==> src/rtl/maze_pkg.sv <==
// Shared FSM state type and one-hot move encodings for the maze stepper.
// Define MAZE_STEPPER_WRAP_EN to make off-edge moves wrap around the grid.
package maze_pkg;

    typedef enum logic [1:0] {
        ST_IDLE = 2'd0,
        ST_PLAY = 2'd1,
        ST_WIN  = 2'd2,
        ST_LOSE = 2'd3
    } state_e;

    localparam logic [3:0] DIR_UP    = 4'b0001;
    localparam logic [3:0] DIR_RIGHT = 4'b0010;
    localparam logic [3:0] DIR_DOWN  = 4'b0100;
    localparam logic [3:0] DIR_LEFT  = 4'b1000;

endpackage

==> src/rtl/tick_divider.sv <==
// Free-running down-counter; tick is high for the single cycle it reads zero.
module tick_divider #(
    parameter int TICK_DIV = 25000000
) (
    input  logic clk,
    input  logic resetn,
    output logic tick
);

    localparam int CW = $clog2(TICK_DIV);
    localparam logic [CW-1:0] RELOAD = CW'(TICK_DIV - 1);

    logic [CW-1:0] cnt_q;
    logic [CW-1:0] cnt_d;

    always_comb begin
        cnt_d = cnt_q - CW'(1);
        if (cnt_q == '0) begin
            cnt_d = RELOAD;
        end
    end

    always_ff @(posedge clk) begin
        if (!resetn) begin
            cnt_q <= RELOAD;
        end else begin
            cnt_q <= cnt_d;
        end
    end

    assign tick = (cnt_q == '0);

endmodule

==> src/rtl/maze_stepper.sv <==
// Tick-paced maze walker with wall, goal and hazard maps and a step budget.
// Define MAZE_STEPPER_WRAP_EN to wrap off-edge moves instead of bumping.
module maze_stepper
    import maze_pkg::*;
#(
    parameter int GRID_W    = 8,
    parameter int GRID_H    = 8,
    parameter int TICK_DIV  = 25000000,
    parameter int MAX_STEPS = 255,
    parameter int START_IDX = 0
) (
    input  logic                            clk,
    input  logic                            resetn,
    input  logic                            ld,
    input  logic [GRID_W*GRID_H-1:0]        wall_in,
    input  logic [GRID_W*GRID_H-1:0]        goal_in,
    input  logic [GRID_W*GRID_H-1:0]        haz_in,
    input  logic [3:0]                      dir,
    output logic [GRID_W*GRID_H-1:0]        wall_out,
    output logic [GRID_W*GRID_H-1:0]        goal_out,
    output logic [GRID_W*GRID_H-1:0]        haz_out,
    output logic [GRID_W*GRID_H-1:0]        pos_map,
    output logic [$clog2(GRID_W)-1:0]       pos_x,
    output logic [$clog2(GRID_H)-1:0]       pos_y,
    output logic [$clog2(MAX_STEPS+1)-1:0]  steps,
    output logic                            tick,
    output logic                            win,
    output logic                            lose
);

    localparam int N  = GRID_W * GRID_H;
    localparam int XW = $clog2(GRID_W);
    localparam int YW = $clog2(GRID_H);
    localparam int IW = $clog2(N);
    localparam int SW = $clog2(MAX_STEPS + 1);

    localparam logic [XW-1:0] X0   = XW'(START_IDX % GRID_W);
    localparam logic [YW-1:0] Y0   = YW'(START_IDX / GRID_W);
    localparam logic [XW-1:0] XMAX = XW'(GRID_W - 1);
    localparam logic [YW-1:0] YMAX = YW'(GRID_H - 1);
    localparam logic [SW-1:0] SMAX = SW'(MAX_STEPS);

`ifdef MAZE_STEPPER_WRAP_EN
    localparam bit WRAP = 1'b1;
`else
    localparam bit WRAP = 1'b0;
`endif

    state_e        state_q, state_d;
    logic [XW-1:0] pos_x_q, pos_x_d;
    logic [YW-1:0] pos_y_q, pos_y_d;
    logic [SW-1:0] steps_q, steps_d;
    logic [N-1:0]  wall_q, wall_d;
    logic [N-1:0]  goal_q, goal_d;
    logic [N-1:0]  haz_q, haz_d;

    logic [XW-1:0] tx;
    logic [YW-1:0] ty;
    logic          edge_hit;
    logic          valid_dir;
    logic          blocked;
    logic [IW-1:0] cur_idx;
    logic [IW-1:0] tgt_idx;
    logic [IW-1:0] new_idx;
    logic [SW-1:0] steps_inc;

    // ld also restarts the movement tick phase
    tick_divider #(
        .TICK_DIV (TICK_DIV)
    ) u_tick (
        .clk    (clk),
        .resetn (resetn & ~ld),
        .tick   (tick)
    );

    always_comb begin
        tx        = pos_x_q;
        ty        = pos_y_q;
        edge_hit  = 1'b0;
        valid_dir = 1'b1;
        unique case (dir)
            DIR_UP: begin
                edge_hit = (pos_y_q == '0);
                ty = edge_hit ? YMAX : pos_y_q - YW'(1);
            end
            DIR_DOWN: begin
                edge_hit = (pos_y_q == YMAX);
                ty = edge_hit ? '0 : pos_y_q + YW'(1);
            end
            DIR_RIGHT: begin
                edge_hit = (pos_x_q == XMAX);
                tx = edge_hit ? '0 : pos_x_q + XW'(1);
            end
            DIR_LEFT: begin
                edge_hit = (pos_x_q == '0);
                tx = edge_hit ? XMAX : pos_x_q - XW'(1);
            end
            default: valid_dir = 1'b0;
        endcase
    end

    assign cur_idx   = IW'(pos_y_q) * IW'(GRID_W) + IW'(pos_x_q);
    assign tgt_idx   = IW'(ty) * IW'(GRID_W) + IW'(tx);
    assign blocked   = (edge_hit & ~WRAP) | wall_q[tgt_idx];
    assign new_idx   = blocked ? cur_idx : tgt_idx;
    assign steps_inc = (steps_q == SMAX) ? steps_q : steps_q + SW'(1);

    always_comb begin
        state_d = state_q;
        pos_x_d = pos_x_q;
        pos_y_d = pos_y_q;
        steps_d = steps_q;
        wall_d  = wall_q;
        goal_d  = goal_q;
        haz_d   = haz_q;
        if (ld) begin
            wall_d  = wall_in;
            goal_d  = goal_in;
            haz_d   = haz_in;
            pos_x_d = X0;
            pos_y_d = Y0;
            steps_d = '0;
            state_d = ST_PLAY;
        end else if (state_q == ST_PLAY && tick && valid_dir) begin
            steps_d = steps_inc;
            if (!blocked) begin
                pos_x_d = tx;
                pos_y_d = ty;
            end
            // hazard outranks goal when both mark the landing cell
            if (haz_q[new_idx]) begin
                state_d = ST_LOSE;
            end else if (goal_q[new_idx]) begin
                state_d = ST_WIN;
            end else if (steps_inc == SMAX) begin
                state_d = ST_LOSE;
            end
        end
    end

    always_ff @(posedge clk) begin
        if (!resetn) begin
            state_q <= ST_IDLE;
            pos_x_q <= X0;
            pos_y_q <= Y0;
            steps_q <= '0;
            wall_q  <= '0;
            goal_q  <= '0;
            haz_q   <= '0;
        end else begin
            state_q <= state_d;
            pos_x_q <= pos_x_d;
            pos_y_q <= pos_y_d;
            steps_q <= steps_d;
            wall_q  <= wall_d;
            goal_q  <= goal_d;
            haz_q   <= haz_d;
        end
    end

    assign wall_out = wall_q;
    assign goal_out = goal_q;
    assign haz_out  = haz_q;
    assign pos_map  = N'(1) << cur_idx;
    assign pos_x    = pos_x_q;
    assign pos_y    = pos_y_q;
    assign steps    = steps_q;
    assign win      = (state_q == ST_WIN);
    assign lose     = (state_q == ST_LOSE);

endmodule

==> config.mk <==
export PLATFORM = sky130hd
export DESIGN_NAME = maze_stepper
export DESIGN_NICKNAME = d
export VERILOG_FILES = /design/src/rtl/maze_pkg.sv /design/src/rtl/tick_divider.sv /design/src/rtl/maze_stepper.sv
export SDC_FILE = /design/constraint.sdc
export NUM_CORES = 1
export LEC_CHECK = 0
export BUFFER_PORTS_ARGS = -buffer_cell sky130_fd_sc_hd__buf_2
export CORE_AREA = 3 3 185 187
export DETAILED_ROUTE_END_ITERATION = 12
export DIE_AREA = 0 0 188 190
export PLACE_DENSITY = 0.66
export SYNTH_ARGS = -nofsm -noshare
export SYNTH_HDL_FRONTEND = slang
export SYNTH_SLANG_ARGS = --single-unit
==> constraint.sdc <==
create_clock -name clk -period 8.5 [get_ports clk]
set_input_delay 0.85 -clock clk [delete_from_list [all_inputs] [get_ports clk]]
set_output_delay 0.85 -clock clk [all_outputs]
set_load 0.02 [all_outputs]
==> metrics.txt <==
# TYPE chip_impl_metric gauge
chip_impl_metric{name="max_clock_freq",unit="MHz"} 154
chip_impl_metric{name="clockBufferDepth",unit=""} 3
chip_impl_info{name="cp_slowest_cell",value="sky130_fd_sc_hd__mux2i_4"} 1
chip_impl_metric{name="cts-resized-gates",unit=""} 0
chip_impl_metric{name="worst-r2r-setup-slack",unit="ns"} 2.03
chip_impl_metric{name="cts.sinks",unit=""} 233
chip_impl_metric{name="grt_util_met1",unit=""} 0.277
chip_impl_metric{name="slew_viol_final",unit=""} 0
chip_impl_metric{name="syn-num-nets",unit=""} 1537
chip_impl_info{name="timing.hold.worst.class",value="reg2reg"} 1
chip_impl_metric{name="postCtsSetupBuffers",unit=""} 0
chip_impl_metric{name="core_area",unit="um^2"} 32600
chip_impl_metric{name="area_delta_synth_final",unit="%"} 28.5
chip_impl_info{name="outcome",value="finished, final reports clean"} 1
chip_impl_metric{name="first_pass_grt_wire_length",unit="um"} 65000
chip_impl_metric{name="synthArstFlopShare",unit=""} 0
chip_impl_metric{name="drc",unit=""} 0
chip_impl_metric{name="synth_seq_cells",unit=""} 233
chip_impl_info{name="crit_family",value="simple AND/OR/NAND/NOR gates"} 1
chip_impl_metric{name="wire_per_inst",unit="um"} 19.4
chip_impl_metric{name="core.rowCount",unit=""} 66
chip_impl_metric{name="design.portCount",unit=""} 472
chip_impl_info{name="grt_most_used_layer",value="met2"} 1
chip_impl_metric{name="count_of_fill_cells_added_during_filler_insertion",unit=""} 3186
chip_impl_metric{name="drt.antenna.violating_nets",unit=""} 0
chip_impl_info{name="yosys_most_used_dff",value="sky130_fd_sc_hd__dfxtp_1"} 1
chip_impl_metric{name="multi_input_area",unit="um^2"} 6990
chip_impl_metric{name="die_h",unit="um"} 190
chip_impl_info{name="timing.hold.worst.start",value="u_tick.cnt_q[0]"} 1
chip_impl_metric{name="crit_fanout",unit=""} 26
chip_impl_metric{name="synth-seq-area-share",unit=""} 0.385
chip_impl_metric{name="initial_utilization",unit=""} 0.371
chip_impl_metric{name="antenna_found_initial",unit=""} 3
chip_impl_metric{name="clkTransAtPathRegs",unit="ns"} 0.06
chip_impl_metric{name="timing.slew.headroom",unit=""} 0.248
chip_impl_metric{name="fp.dieW",unit="um"} 188
chip_impl_info{name="timing.critical_path.from_type",value="register"} 1
chip_impl_info{name="root_buffer_selected_by_cts",value="sky130_fd_sc_hd__clkbuf_16"} 1
chip_impl_metric{name="avgViaCountPerCell",unit=""} 5.11
chip_impl_metric{name="design.die.area",unit="um^2"} 35700
chip_impl_metric{name="cts_max_level",unit=""} 1
chip_impl_metric{name="detailed_place.area",unit="um^2"} 14700
chip_impl_metric{name="sum_of_negative_setup_slack",unit="ns"} 0
chip_impl_metric{name="yosys_warnings",unit=""} 0
chip_impl_metric{name="final.setup_skew",unit="ns"} 0.0161
chip_impl_metric{name="arrival",unit="ns"} 6.92
chip_impl_info{name="rsz_0062_raised_after_global_routing",value="no"} 1
chip_impl_metric{name="setup_viol",unit=""} 0
chip_impl_metric{name="synth_edf_count",unit=""} 0
chip_impl_metric{name="gr-total-overflow",unit=""} 0
chip_impl_metric{name="crit_required",unit="ns"} 8.94
chip_impl_metric{name="placement.io_buffers",unit=""} 471
chip_impl_metric{name="gp_routability_congestion",unit=""} 0.894
chip_impl_metric{name="antenna_cells_inserted",unit=""} 0
chip_impl_metric{name="routed_wl",unit="um"} 42800
chip_impl_metric{name="timing.final.crit_share",unit=""} 0.762
chip_impl_metric{name="timing.hold.worst_path_depth",unit=""} 1
chip_impl_info{name="reg2reg_to",value="state_q[0]"} 1
chip_impl_metric{name="drt_first_pass_iters",unit=""} 5
chip_impl_info{name="crit_chain",value="ha_1 > ha_1 > or3b_1 > a211o_1 > nand3_2 > mux4_1 > and3_1 > a2111o_1 > nand2_1 > nor2_4 > mux2i_4 > buf_4 > nand2_1 > a32oi_1 > a311oi_1 > nor4_1 > o211ai_1 > a41oi_2"} 1
chip_impl_metric{name="design.final.nets",unit=""} 1961
chip_impl_metric{name="tightestPinTransition",unit="ns"} 1.10
chip_impl_metric{name="global_router_s_overall_resource_usage",unit=""} 0.228
chip_impl_metric{name="grt_pass1_vias",unit=""} 11200
chip_impl_metric{name="grtUsageMet2",unit=""} 0.421
chip_impl_info{name="kind_of_critical_path",value="reg2reg"} 1
chip_impl_metric{name="clk-insertion-delay-late",unit="ns"} 0.53
chip_impl_metric{name="mapped_area",unit="um^2"} 12100
chip_impl_metric{name="period_needed",unit="ns"} 6.47
chip_impl_metric{name="ys_types",unit=""} 80
chip_impl_metric{name="syn_inst",unit=""} 1325
chip_impl_metric{name="sequential_cell_area",unit="um^2"} 4660
chip_impl_metric{name="finish.instance_area",unit="um^2"} 15600
chip_impl_metric{name="power-per-cell-area",unit="nW/um^2"} 181
chip_impl_metric{name="gr-usage-met3",unit=""} 0.0376
chip_impl_metric{name="vdd_ir_drop_max",unit="V"} 0.000137
chip_impl_metric{name="final_layout_size_suffix_gt1_frac",unit=""} 0.311
chip_impl_info{name="worst_hold_path.endpoint",value="u_tick.cnt_q[0]"} 1
chip_impl_metric{name="drt_first_iter_violations",unit=""} 612
chip_impl_metric{name="r2r_cells",unit=""} 18
chip_impl_metric{name="post_cts_hold_buffer_count",unit=""} 0
chip_impl_metric{name="timing.critical_path.buf_inv",unit=""} 1
chip_impl_info{name="setup.worst_path.end_class",value="register"} 1
chip_impl_info{name="crit-reg2reg-launch",value="pos_x[1]"} 1
chip_impl_metric{name="hold_violations",unit=""} 0
chip_impl_metric{name="avgSynthCellArea",unit="um^2"} 9.14
chip_impl_metric{name="power.leakage",unit="nW"} 7.32
chip_impl_metric{name="worst_path_largest_cell_delay",unit="ns"} 0.72
chip_impl_metric{name="cts_buffers",unit=""} 26
chip_impl_metric{name="timing.max_cap.violations",unit=""} 0
chip_impl_metric{name="hpwlAfterDp",unit="um"} 33100
chip_impl_info{name="tritoncts_clock_tree",value="yes"} 1
chip_impl_metric{name="num_vias",unit=""} 11300
chip_impl_metric{name="grt_max_degree",unit=""} 136
[state kept, by name, summed over array words and instances, names as in the netlist]
name          count
steps             8
pos_x             3
goal_out         64
pos_y             3
wall_out         64
state_q           2
u_tick.cnt_q     25
haz_out          64
[area by class of cell]
class | instances | share of cell area
multi-input combinational | 993 | 0.449
sequential | 233 | 0.300
timing repair buffer | 479 | 0.156
clock buffer | 38 | 0.0499
tap | 442 | 0.0355
clock inverter | 6 | 0.00555
inverter | 16 | 0.00386
[synthesized netlist by cell type (7+ instances only)]
master	n	area, um^2
sky130_fd_sc_hd__a211oi_1	9	67.6
sky130_fd_sc_hd__a21oi_1	13	65.1
sky130_fd_sc_hd__a311oi_1	8	70.1
sky130_fd_sc_hd__a31oi_1	9	56.3
sky130_fd_sc_hd__a32oi_1	11	96.3
sky130_fd_sc_hd__and2_1	7	43.8
sky130_fd_sc_hd__and3_1	10	62.6
sky130_fd_sc_hd__buf_1	15	56.3
sky130_fd_sc_hd__buf_2	8	40.0
sky130_fd_sc_hd__clkbuf_1	49	184
sky130_fd_sc_hd__dfxtp_1	233	4660
sky130_fd_sc_hd__ha_1	13	163
sky130_fd_sc_hd__inv_1	16	60.1
sky130_fd_sc_hd__mux2_2	10	113
sky130_fd_sc_hd__mux2i_1	244	2440
sky130_fd_sc_hd__nand2_1	125	469
sky130_fd_sc_hd__nand3_1	39	195
sky130_fd_sc_hd__nand4_1	10	62.6
sky130_fd_sc_hd__nor2_1	116	435
sky130_fd_sc_hd__nor2b_1	200	1250
sky130_fd_sc_hd__nor3_1	20	100
sky130_fd_sc_hd__nor4_1	11	68.8
sky130_fd_sc_hd__o211ai_1	10	75.1
sky130_fd_sc_hd__o21ai_0	7	35.0
sky130_fd_sc_hd__xnor2_1	22	193
sky130_fd_sc_hd__xor2_1	8	70.1
[through the flow]
stage | hold slack (ns) | worst slack, ns | util | power (mW) | instances
after detailed placement | 0.381 | 1.76 | 0.451 | 1.71 | 2163
after CTS | 0.395 | 1.82 | 0.477 | 2.85 | 2207
final | 0.399 | 2.03 | 0.477 | 2.82 | 2207
after floorplan | 0.367 | 3.63 | - | 1.53 | 1325
after global placement | 0.376 | 1.87 | 0.451 | 1.71 | 2163
after global routing | 0.411 | 1.39 | 0.477 | 2.94 | 2207
[cells in the final DEF (no fill, tap or decap), types with 7 or more instances in the layout]
cell type / synthesis / layout
sky130_fd_sc_hd__nand3_1: 39 / 39
sky130_fd_sc_hd__inv_1: 16 / 16
sky130_fd_sc_hd__a311oi_1: 8 / 8
sky130_fd_sc_hd__and3_1: 10 / 10
sky130_fd_sc_hd__o211ai_1: 10 / 10
sky130_fd_sc_hd__and2_1: 7 / 7
sky130_fd_sc_hd__ha_1: 13 / 13
sky130_fd_sc_hd__a21oi_1: 13 / 13
sky130_fd_sc_hd__xor2_1: 8 / 8
sky130_fd_sc_hd__nor2_1: 116 / 116
sky130_fd_sc_hd__nand2_1: 125 / 125
sky130_fd_sc_hd__dfxtp_1: 233 / 233
sky130_fd_sc_hd__buf_2: 8 / 469
sky130_fd_sc_hd__a211oi_1: 9 / 9
sky130_fd_sc_hd__nor2b_1: 200 / 200
sky130_fd_sc_hd__xnor2_1: 22 / 22
sky130_fd_sc_hd__nor3_1: 20 / 20
sky130_fd_sc_hd__nor4_1: 11 / 11
sky130_fd_sc_hd__nand4_1: 10 / 10
sky130_fd_sc_hd__mux2i_1: 244 / 243
sky130_fd_sc_hd__a32oi_1: 11 / 11
sky130_fd_sc_hd__buf_4: 5 / 9
sky130_fd_sc_hd__mux2_2: 10 / 10
sky130_fd_sc_hd__clkbuf_16: 0 / 27
sky130_fd_sc_hd__a31oi_1: 9 / 9
sky130_fd_sc_hd__o21ai_0: 7 / 7
[power breakdown]
| group | internal (mW) | switching (mW) |
|---|---|---|
| registers | 1.15 | 0.0644 |
| clock network | 0.689 | 0.443 |
| logic | 0.201 | 0.274 |
[worst reg2reg max path, stage by stage (launching register included)]
cell and delay (ns):
sky130_fd_sc_hd__dfxtp_1 0.49, sky130_fd_sc_hd__ha_1 0.31, sky130_fd_sc_hd__ha_1 0.25, sky130_fd_sc_hd__or3b_1 0.41, sky130_fd_sc_hd__a211o_1 0.38, sky130_fd_sc_hd__nand3_2 0.50, sky130_fd_sc_hd__mux4_1 0.63, sky130_fd_sc_hd__and3_1 0.19
sky130_fd_sc_hd__a2111o_1 0.42, sky130_fd_sc_hd__nand2_1 0.17, sky130_fd_sc_hd__nor2_4 0.13, sky130_fd_sc_hd__mux2i_4 0.72, sky130_fd_sc_hd__buf_4 0.44, sky130_fd_sc_hd__nand2_1 0.10, sky130_fd_sc_hd__a32oi_1 0.19, sky130_fd_sc_hd__a311oi_1 0.13
sky130_fd_sc_hd__nor4_1 0.55, sky130_fd_sc_hd__o211ai_1 0.21, sky130_fd_sc_hd__a41oi_2 0.21
[kinds of logic (layout without fill, tap and decap cells)]
group	count (synthesis)	count (layout)	synth area share
mux	261	261	0.223
xor+xnor	30	30	0.0217
compound gates	112	112	0.0714
flops	233	233	0.385
buf+inv	99	539	0.0375
simple gates	577	577	0.248
fa+ha+maj	13	13	0.0134
[worst max-delay path by stage]
stage	from	to	slack (ns)	cells after the start
after floorplan	dir[1]	state_q[0]	3.63	17
after detailed placement	dir[1]	state_q[0]	1.76	17
final	pos_x[1]	state_q[0]	2.03	18
after global placement	dir[1]	state_q[0]	1.87	17
after global routing	pos_x[1]	state_q[0]	1.39	18
after CTS	pos_x[1]	state_q[0]	1.82	18
[per-layer routing]
metal	vias up	wire length [um]	share of wire
li1	5466	-	-
met1	5352	17700	0.41
met2	410	21900	0.51
met3	51	2380	0.056
met4	6	759	0.018
met5	-	40	0.00094
(Power assumes the default switching activity.)
